<file path="src/rtl/fpcvt_pkg.sv">
// Shared definitions for the linear-to-float converter and the float decoder:
// default field widths, the packed float word and the decoder state encoding.
package fpcvt_pkg;

    localparam int FP_EXP_W = 3;
    localparam int FP_SIG_W = 4;
    localparam int FP_OUT_W = 12;
    localparam int FP_W     = 1 + FP_EXP_W + FP_SIG_W;

    // Float word layout, sign at the MSB.
    typedef struct packed {
        logic                sign;
        logic [FP_EXP_W-1:0] exp;
        logic [FP_SIG_W-1:0] sig;
    } fp_word_t;

    // Decoder control states.
    typedef enum logic [1:0] {
        ST_IDLE  = 2'd0,
        ST_SHIFT = 2'd1,
        ST_DONE  = 2'd2
    } state_t;

endpackage

</file>
<file path="src/rtl/fp_decode_if.sv">
// Input and output valid/ready channels of the float decoder.
// The producer/consumer side uses the master modport, the decoder the slave.
interface fp_decode_if #(
    parameter int EXP_W = fpcvt_pkg::FP_EXP_W,
    parameter int SIG_W = fpcvt_pkg::FP_SIG_W,
    parameter int OUT_W = fpcvt_pkg::FP_OUT_W
);
    logic                     in_valid;
    logic                     in_ready;
    logic [EXP_W+SIG_W:0]     in_fp;
    logic                     out_valid;
    logic                     out_ready;
    logic signed [OUT_W-1:0]  out_data;

    modport master (
        output in_valid,
        output in_fp,
        input  in_ready,
        input  out_valid,
        input  out_data,
        output out_ready
    );

    modport slave (
        input  in_valid,
        input  in_fp,
        output in_ready,
        output out_valid,
        output out_data,
        input  out_ready
    );
endinterface

</file>
<file path="src/rtl/fp_decode_shift.sv">
// Magnitude/count register of the decoder: loads the zero-extended significand
// and exponent, shifts the magnitude left one bit per cycle while counting the
// exponent down, and flags when the count has reached zero.
module fp_decode_shift #(
    parameter int EXP_W = fpcvt_pkg::FP_EXP_W,
    parameter int SIG_W = fpcvt_pkg::FP_SIG_W,
    parameter int OUT_W = fpcvt_pkg::FP_OUT_W
) (
    input  logic             clk,
    input  logic             rst_n,
    input  logic             i_load,
    input  logic             i_shift,
    input  logic [EXP_W-1:0] i_cnt,
    input  logic [SIG_W-1:0] i_sig,
    output logic [OUT_W-2:0] o_mag,
    output logic             o_zero
);
    logic [EXP_W-1:0] r_cnt;
    logic [OUT_W-2:0] r_mag;

    // Load on accept, otherwise shift one place per cycle while count remains.
    always_ff @(posedge clk or negedge rst_n) begin
        if (!rst_n) begin
            r_cnt <= '0;
            r_mag <= '0;
        end else if (i_load) begin
            r_cnt <= i_cnt;
            r_mag <= {{(OUT_W-1-SIG_W){1'b0}}, i_sig};
        end else if (i_shift) begin
            r_cnt <= r_cnt - 1'b1;
            r_mag <= r_mag << 1;
        end
    end

    assign o_mag  = r_mag;
    assign o_zero = (r_cnt == '0);
endmodule

</file>
<file path="src/rtl/fp_decode.sv">
// Iterative float-to-linear decoder: accepts {S,E,F}, shifts F left E times
// (one bit per cycle) and presents (-1)^S * F * 2^E as a signed OUT_W value.
// OUT_W must be at least SIG_W + 2^EXP_W so the magnitude never overflows.
module fp_decode
    import fpcvt_pkg::*;
#(
    parameter int EXP_W = FP_EXP_W,
    parameter int SIG_W = FP_SIG_W,
    parameter int OUT_W = FP_OUT_W
) (
    input  logic        clk,
    input  logic        rst_n,
    fp_decode_if.slave  bus
);
    state_t                  r_state;
    state_t                  w_state_nxt;
    logic                    r_sign;
    logic                    r_out_valid;
    logic signed [OUT_W-1:0] r_out_data;

    logic                    w_in_ready;
    logic                    w_load;
    logic                    w_shift;
    logic                    w_fmt;
    logic                    w_zero;
    logic [OUT_W-2:0]        w_mag;
    logic                    w_in_sign;
    logic [EXP_W-1:0]        w_in_exp;
    logic [SIG_W-1:0]        w_in_sig;

    // Attach the sign to the unsigned magnitude; S=1 with zero magnitude
    // naturally yields zero, so there is no negative zero.
    function automatic logic signed [OUT_W-1:0] apply_sign(
        input logic             sign,
        input logic [OUT_W-2:0] mag
    );
        logic signed [OUT_W-1:0] val;
        val = signed'({1'b0, mag});
        return sign ? -val : val;
    endfunction

    assign w_in_sign = bus.in_fp[EXP_W+SIG_W];
    assign w_in_exp  = bus.in_fp[EXP_W+SIG_W-1:SIG_W];
    assign w_in_sig  = bus.in_fp[SIG_W-1:0];

    fp_decode_shift #(
        .EXP_W (EXP_W),
        .SIG_W (SIG_W),
        .OUT_W (OUT_W)
    ) u_shift (
        .clk     (clk),
        .rst_n   (rst_n),
        .i_load  (w_load),
        .i_shift (w_shift),
        .i_cnt   (w_in_exp),
        .i_sig   (w_in_sig),
        .o_mag   (w_mag),
        .o_zero  (w_zero)
    );

    // State register.
    always_ff @(posedge clk or negedge rst_n) begin
        if (!rst_n) r_state <= ST_IDLE;
        else        r_state <= w_state_nxt;
    end

    // Next state and per-state control strobes; in_ready depends on state only.
    always_comb begin
        w_state_nxt = r_state;
        w_in_ready  = 1'b0;
        w_load      = 1'b0;
        w_shift     = 1'b0;
        w_fmt       = 1'b0;
        case (r_state)
            ST_IDLE: begin
                w_in_ready = 1'b1;
                if (bus.in_valid) begin
                    w_load      = 1'b1;
                    w_state_nxt = ST_SHIFT;
                end
            end
            ST_SHIFT: begin
                if (w_zero) begin
                    w_fmt       = 1'b1;
                    w_state_nxt = ST_DONE;
                end else begin
                    w_shift = 1'b1;
                end
            end
            ST_DONE: begin
                if (bus.out_ready) w_state_nxt = ST_IDLE;
            end
            default: w_state_nxt = ST_IDLE;
        endcase
    end

    // Sign is captured with the word and held until formatting.
    always_ff @(posedge clk or negedge rst_n) begin
        if (!rst_n)      r_sign <= 1'b0;
        else if (w_load) r_sign <= w_in_sign;
    end

    // Registered result: set when shifting ends, held until the consumer takes it.
    always_ff @(posedge clk or negedge rst_n) begin
        if (!rst_n) begin
            r_out_valid <= 1'b0;
            r_out_data  <= '0;
        end else if (w_fmt) begin
            r_out_valid <= 1'b1;
            r_out_data  <= apply_sign(r_sign, w_mag);
        end else if (r_state == ST_DONE && bus.out_ready) begin
            r_out_valid <= 1'b0;
        end
    end

    assign bus.in_ready  = w_in_ready;
    assign bus.out_valid = r_out_valid;
    assign bus.out_data  = r_out_data;
endmodule
</file>
<file path="src/flat_wrapper.sv">
// flat-port wrapper written by rule: the top's interface ports become plain ports
module fp_decode_flat import fpcvt_pkg::*;
#(
    parameter int EXP_W = FP_EXP_W,
    parameter int SIG_W = FP_SIG_W,
    parameter int OUT_W = FP_OUT_W
)
  (clk, rst_n, bus_in_valid, bus_in_fp, bus_in_ready, bus_out_valid, bus_out_data, bus_out_ready);
  fp_decode_if #(.EXP_W(EXP_W), .SIG_W(SIG_W), .OUT_W(OUT_W)) bus_i ();
  input  logic clk;
  input  logic rst_n;
  input wire logic [$bits(bus_i.in_valid)-1:0] bus_in_valid;
  input wire logic [$bits(bus_i.in_fp)-1:0] bus_in_fp;
  output wire logic [$bits(bus_i.in_ready)-1:0] bus_in_ready;
  output wire logic [$bits(bus_i.out_valid)-1:0] bus_out_valid;
  output wire logic [$bits(bus_i.out_data)-1:0] bus_out_data;
  input wire logic [$bits(bus_i.out_ready)-1:0] bus_out_ready;
  assign bus_i.in_valid = bus_in_valid;
  assign bus_i.in_fp = bus_in_fp;
  assign bus_in_ready = bus_i.in_ready;
  assign bus_out_valid = bus_i.out_valid;
  assign bus_out_data = bus_i.out_data;
  assign bus_i.out_ready = bus_out_ready;
  fp_decode #(.EXP_W(EXP_W), .SIG_W(SIG_W), .OUT_W(OUT_W)) u_core (.clk(clk), .rst_n(rst_n), .bus(bus_i));
endmodule
</file>
<file path="config.mk">
export PLATFORM = sky130hd
export DESIGN_NAME = fp_decode_flat
export DESIGN_NICKNAME = d
export VERILOG_FILES = /design/src/rtl/fpcvt_pkg.sv /design/src/rtl/fp_decode_if.sv /design/src/rtl/fp_decode_shift.sv /design/src/rtl/fp_decode.sv /design/src/flat_wrapper.sv
export SDC_FILE = /design/constraint.sdc
export NUM_CORES = 1
export LEC_CHECK = 0
export CORE_MARGIN = 4
export CORE_UTILIZATION = 51
export CTS_CLUSTER_DIAMETER = 50
export CTS_CLUSTER_SIZE = 8
export DETAILED_ROUTE_END_ITERATION = 16
export GPL_ROUTABILITY_DRIVEN = 0
export HOLD_SLACK_MARGIN = 0.02
export PLACE_DENSITY = 0.88
export SLEW_MARGIN = 20
export SYNTH_ARGS = -nofsm -noshare
export SYNTH_HDL_FRONTEND = slang
export SYNTH_SLANG_ARGS = --single-unit
</file>
<file path="constraint.sdc">
create_clock -name clk -period 2.2 [get_ports clk]
set_input_delay 0.22 -clock clk [delete_from_list [all_inputs] [get_ports clk]]
set_output_delay 0.22 -clock clk [all_outputs]
set_load 0.02 [all_outputs]
</file>
Word-level counts from Yosys, hierarchy flattened
Cells that the tools add are included.
{ "op_classes": {"eq_ne": 5, "addsub": 2, "reduce_logical": 6, "mux": 18} }
{ "ops": {"columns": ["op", "n"], "rows": [
  ["2-to-1 mux 11 bit", 2],
  ["2-to-1 mux 12 bit", 1],
  ["negation 11 -> 12 bit", 1],
  ["2-to-1 mux 1 bit", 9],
  ["2-to-1 mux 2 bit", 3],
  ["2-to-1 mux 3 bit", 2],
  ["!= test 2 bit (second input constant)", 3],
  ["one-hot mux 2 bit (3 select lines)", 1],
  ["nonzero test 2 bit", 2],
  ["zero test 3 bit", 1],
  ["AND reduction 3 bit", 1],
  ["subtractor 3 x 1 -> 3 bit (second input constant)", 1],
  ["equality test 2 x 1 -> 1 bit (second input constant)", 1],
  ["equality test 2 bit (second input constant)", 1],
  ["zero test 2 bit", 1],
  ["logical AND 1 bit", 1]
]} }
{ "totals": {"out_inout_bits": 14, "reg_bits": 30, "word_cells": 37} }

Depth between registers and ports, before layout
{ "logic_depth": {"ltp_word": 5, "mapped_depth": 8} }

Cells and area by module
A second synthesis with hierarchy kept.
{ "hier_totals": {"cells_unflattened": 152, "hier_area_um2": 1545.2} }
{ "modules_own_cells": {"columns": ["module", "instances", "area_each_um2", "cells_per_inst"], "rows": [
  ["fp_decode", 1, 875.8, 92],
  ["fp_decode_shift", 1, 669.4, 60]
]} }

Worst setup path before layout
OpenSTA, ideal clock, no wires.
{ "synth_path": {"kind": "register to register", "start": "register u_core.u_shift.r_mag[0] (netlist: u_core.u_shift.o_mag[0])", "end": "register u_core.r_out_data[10] (netlist: u_core.bus.out_data[10])", "synth_period_minus_slack_ns": 1.644, "stages_incl_launch_ff": 7, "required_time_ns": 2.065, "path_slack_ns": 0.556, "arrival_ns": 1.508, "path_buffers": 0, "cell_sequence": "dfrtp_1 > inv_1 > ha_1 > or3b_1 > o31ai_1 > xor2_1 > o21ai_0"} }
{ "synth_via": {"elab_chain_cells": 2} }
{ "synth_rtl": {"columns": ["item", "line_no", "source"], "rows": [
  ["start, declared", "fp_decode_shift.sv:19", "logic [OUT_W-2:0] r_mag;"],
  ["start signal, assigned", "fp_decode_shift.sv:28", "r_mag <= {{(OUT_W-1-SIG_W){1'b0}}, i_sig};"],
  ["start signal, assigned", "fp_decode_shift.sv:31", "r_mag <= r_mag << 1;"],
  ["negation 11 -> 12 bit", "fp_decode.sv:39", "return sign ? -val : val;"],
  ["2-to-1 mux 12 bit", "fp_decode.sv:39", null],
  ["end signal, assigned", "fp_decode.sv:110", "r_out_data <= apply_sign(r_sign, w_mag);"],
  ["end, declared", "fp_decode.sv:19", "logic signed [OUT_W-1:0] r_out_data;"]
]} }
No other way between the ends.
A chain may end at the register's enable or synchronous reset.

Worst setup path in the final report
Ends and elaborated chain as after synthesis.

==> impl_metrics.tcl <==
set metrics [dict create \
    drive_gt1_frac 0.1029 \
    synth-xor-area-share 0.05507 \
    die_x_um 60.98 \
    placed_cells 197 \
    crit_start "u_core.u_shift.o_mag[0]" \
    avgSynthCellArea_um2 10.01 \
    crit_fanout 4 \
    coreArea_um2 2567 \
    cts_sinks 30 \
    hold_ws_ns 0.2545 \
    instances_no_fill 205 \
    powerDensity_nw_per_um2 1620 \
    grt_use_met2 0.2779 \
    dieArea_um2 3718 \
    fin_area_um2 1804 \
    worstPathRequired_ns 2.42 \
    layout_min_cycle_time_ns 1.844 \
    cts_resized 0 \
    finClkSkew_ns 0.006731 \
    fmaxAchievable_mhz 542.3 \
    worst-setup-path-type "register to register" \
    synth_compound_gate_area_share 0.1783 \
    cp_slowest_cell "or3b_1" \
    synth_fp_nets 158 \
    synth_top_family_by_area "compound AO/OA/AOI/OAI gates" \
    cts_setup_buffers 0 \
    grt_remaining_overflow 0 \
    vias 1117 \
    drv_slew 0 \
    crit_arrival_ns 2.06 \
    relSlewSlack 0.7150 \
    grt_pass1_wl_um 4850 \
    cts_root_buf "clkbuf_4" \
    fill_cells 193 \
    drt-pass1-iter-count 4 \
    ys_seq_elements 30 \
    ios 26 \
    layout_commonest_cell "nand2_1" \
    top_usage_layer "met2" \
    hold_violations 0 \
    port_buffers 25 \
    synth-simple-area-share 0.1678 \
    drt_iter0_drc 33 \
    reg2reg_depth 6 \
    total_power_mw 2.923 \
    tightest_slew_ns 0.4266 \
    most-common-layout-cells "31 x nand2_1, 30 x dfrtp_1, 25 x clkdlybuf4s50_1" \
    ir_worst_vdd_v 0.001529 \
    syn_area_um2 1431 \
    wl_per_cell_um 14.00 \
    holdBufCountCts 0 \
    clk_latency_ns 0.34 \
    fin_setup_tns_ns 0 \
    grt_pass1_vias 1103 \
    antenna_found_initial 0 \
    drv_cap 0 \
    met1_usage 0.2233 \
    finalSetupViolCount 0 \
    rsz0062_at_grt "no" \
    ys_seq_area_frac 0.5245 \
    initial_core_util 0.5575 \
    p_leak_nw 0.8084 \
    vias_per_cell 5.449 \
    cts-buffers-inserted 5 \
    grt_max_degree 31 \
    synthToLayoutAreaGrowth_pct 26.05 \
    min_path_type "input pin to asynchronous set/reset pin" \
    drt_wl_total_um 2869 \
    cp-end-kind "register" \
    r2r-start "u_core.u_shift.o_mag[0]" \
    htree_levels 2 \
    clk_pin_slew_ns 0.10 \
    slowest_delay_ns 0.42 \
    diodes 0 \
    num_rows 18 \
    crit_chain "inv_1 -> ha_1 -> or3b_1 -> o31ai_1 -> xor2_1 -> o21ai_0" \
    cts_tree "built" \
    grtUsageMet3 0.06596 \
    status "completed" \
    start_kind "register" \
    drc 0 \
    gr-usage-all-layers 0.1887 \
    dpl.hpwl_um 2094 \
    post-route-period-util 0.8382 \
    cts_buffer_depth 2 \
    synth_cell_types 31 \
    placed_area_um2 1727 \
    synth_mux_area_frac 0.02185 \
    final_antenna_net_count 0 \
    endpoint "u_core.bus.out_data[10]" \
    ys_warn_count 0 \
    r2r_end "u_core.bus.out_data[10]" \
    die_h_um 60.98 \
    syn_inst 143 \
    synth_fa_ha_area_frac 0.02622 \
    r2r_slack_ns 0.36 \
    fin_nets 189 \
]
[synth_stat cells (all sizes together)]
cell	n	area share
a21oi	7	0.024
a221o	1	0.0070
a22o	2	0.012
a22oi	1	0.0052
clkbuf	4	0.010
dfrtp	30	0.52
ha	3	0.026
inv	6	0.016
mux2	1	0.0079
mux2i	2	0.014
nand2	31	0.081
nand2b	3	0.013
nor2	3	0.013
nor2b	3	0.013
nor3	2	0.0070
nor3b	2	0.014
o21ai	22	0.077
o221ai	1	0.0061
o31ai	4	0.021
o41ai	2	0.025
or3	2	0.012
or3b	1	0.0061
or4	1	0.0079
xnor2	1	0.0061
xor2	8	0.049
[stage by stage]
step                  util  worst slack [ns]
floorplan                -            0.5562
global placement    0.6725            0.4703
detailed placement  0.6725            0.4005
CTS                 0.7027            0.3806
global route        0.7027            0.2198
finish              0.7027            0.3559
[worst max-delay path, delay by kind of cell (launching register included)]
kind,cells,cell delay (ns)
flops,1,0.40
xor+xnor,1,0.17
buf+inv,1,0.12
compound gates,2,0.43
simple gates,1,0.42
fa+ha+maj,1,0.18
[cells by family after synthesis]
group / after synthesis
buffers and inverters: 10
and+or+nand+nor: 48
adders and majority gates: 3
xor gates and xnor gates: 9
AOI/OAI and AO/OA: 40
DFF: 30
muxes: 3
[registers in the layout, summed over array words and instances (netlist names)]
| register | count |
|---|---|
| u_core.r_state | 2 |
| u_core.bus.out_data | 12 |
| u_core.u_shift.r_cnt | 3 |
| u_core.bus.out_valid | 1 |
| u_core.u_shift.o_mag | 11 |
| u_core.r_sign | 1 |
[power breakdown]
group,internal [mW],switching (mW)
combinational,0.654,0.813
clock,0.235,0.200
sequential,0.785,0.237
[final cells by class]
class	count	area [µm²]	area share
clock inverter	3	40.04	0.02219
clock buffer	5	37.54	0.02080
timing repair buffer	28	272.8	0.1512
inverter	6	22.52	0.01248
tap	30	37.54	0.02080
multi-input combinational	103	643.1	0.3564
sequential	30	750.7	0.4161
[worst min-delay path by stage]
stage,from,endpoint,slack (ns),cells after the start
final,rst_n,u_core.bus.out_data[0],0.25,2
after detailed placement,u_core.bus.out_data[3],u_core.bus.out_data[3],0.47,2
after global placement,u_core.bus.out_data[2],u_core.bus.out_data[2],0.46,2
after CTS,rst_n,u_core.bus.out_data[0],0.27,2
after floorplan,rst_n,u_core.bus.out_data[0],-0.08,0
after global routing,rst_n,u_core.bus.out_data[0],0.29,2
[per-layer routing]
metal	routed length (µm)	part of all wire
met5	0	0
met4	112	0.039
met3	185	0.064
met2	1336	0.47
met1	1234	0.43
Note: power is estimated with default switching activity, not from simulation.
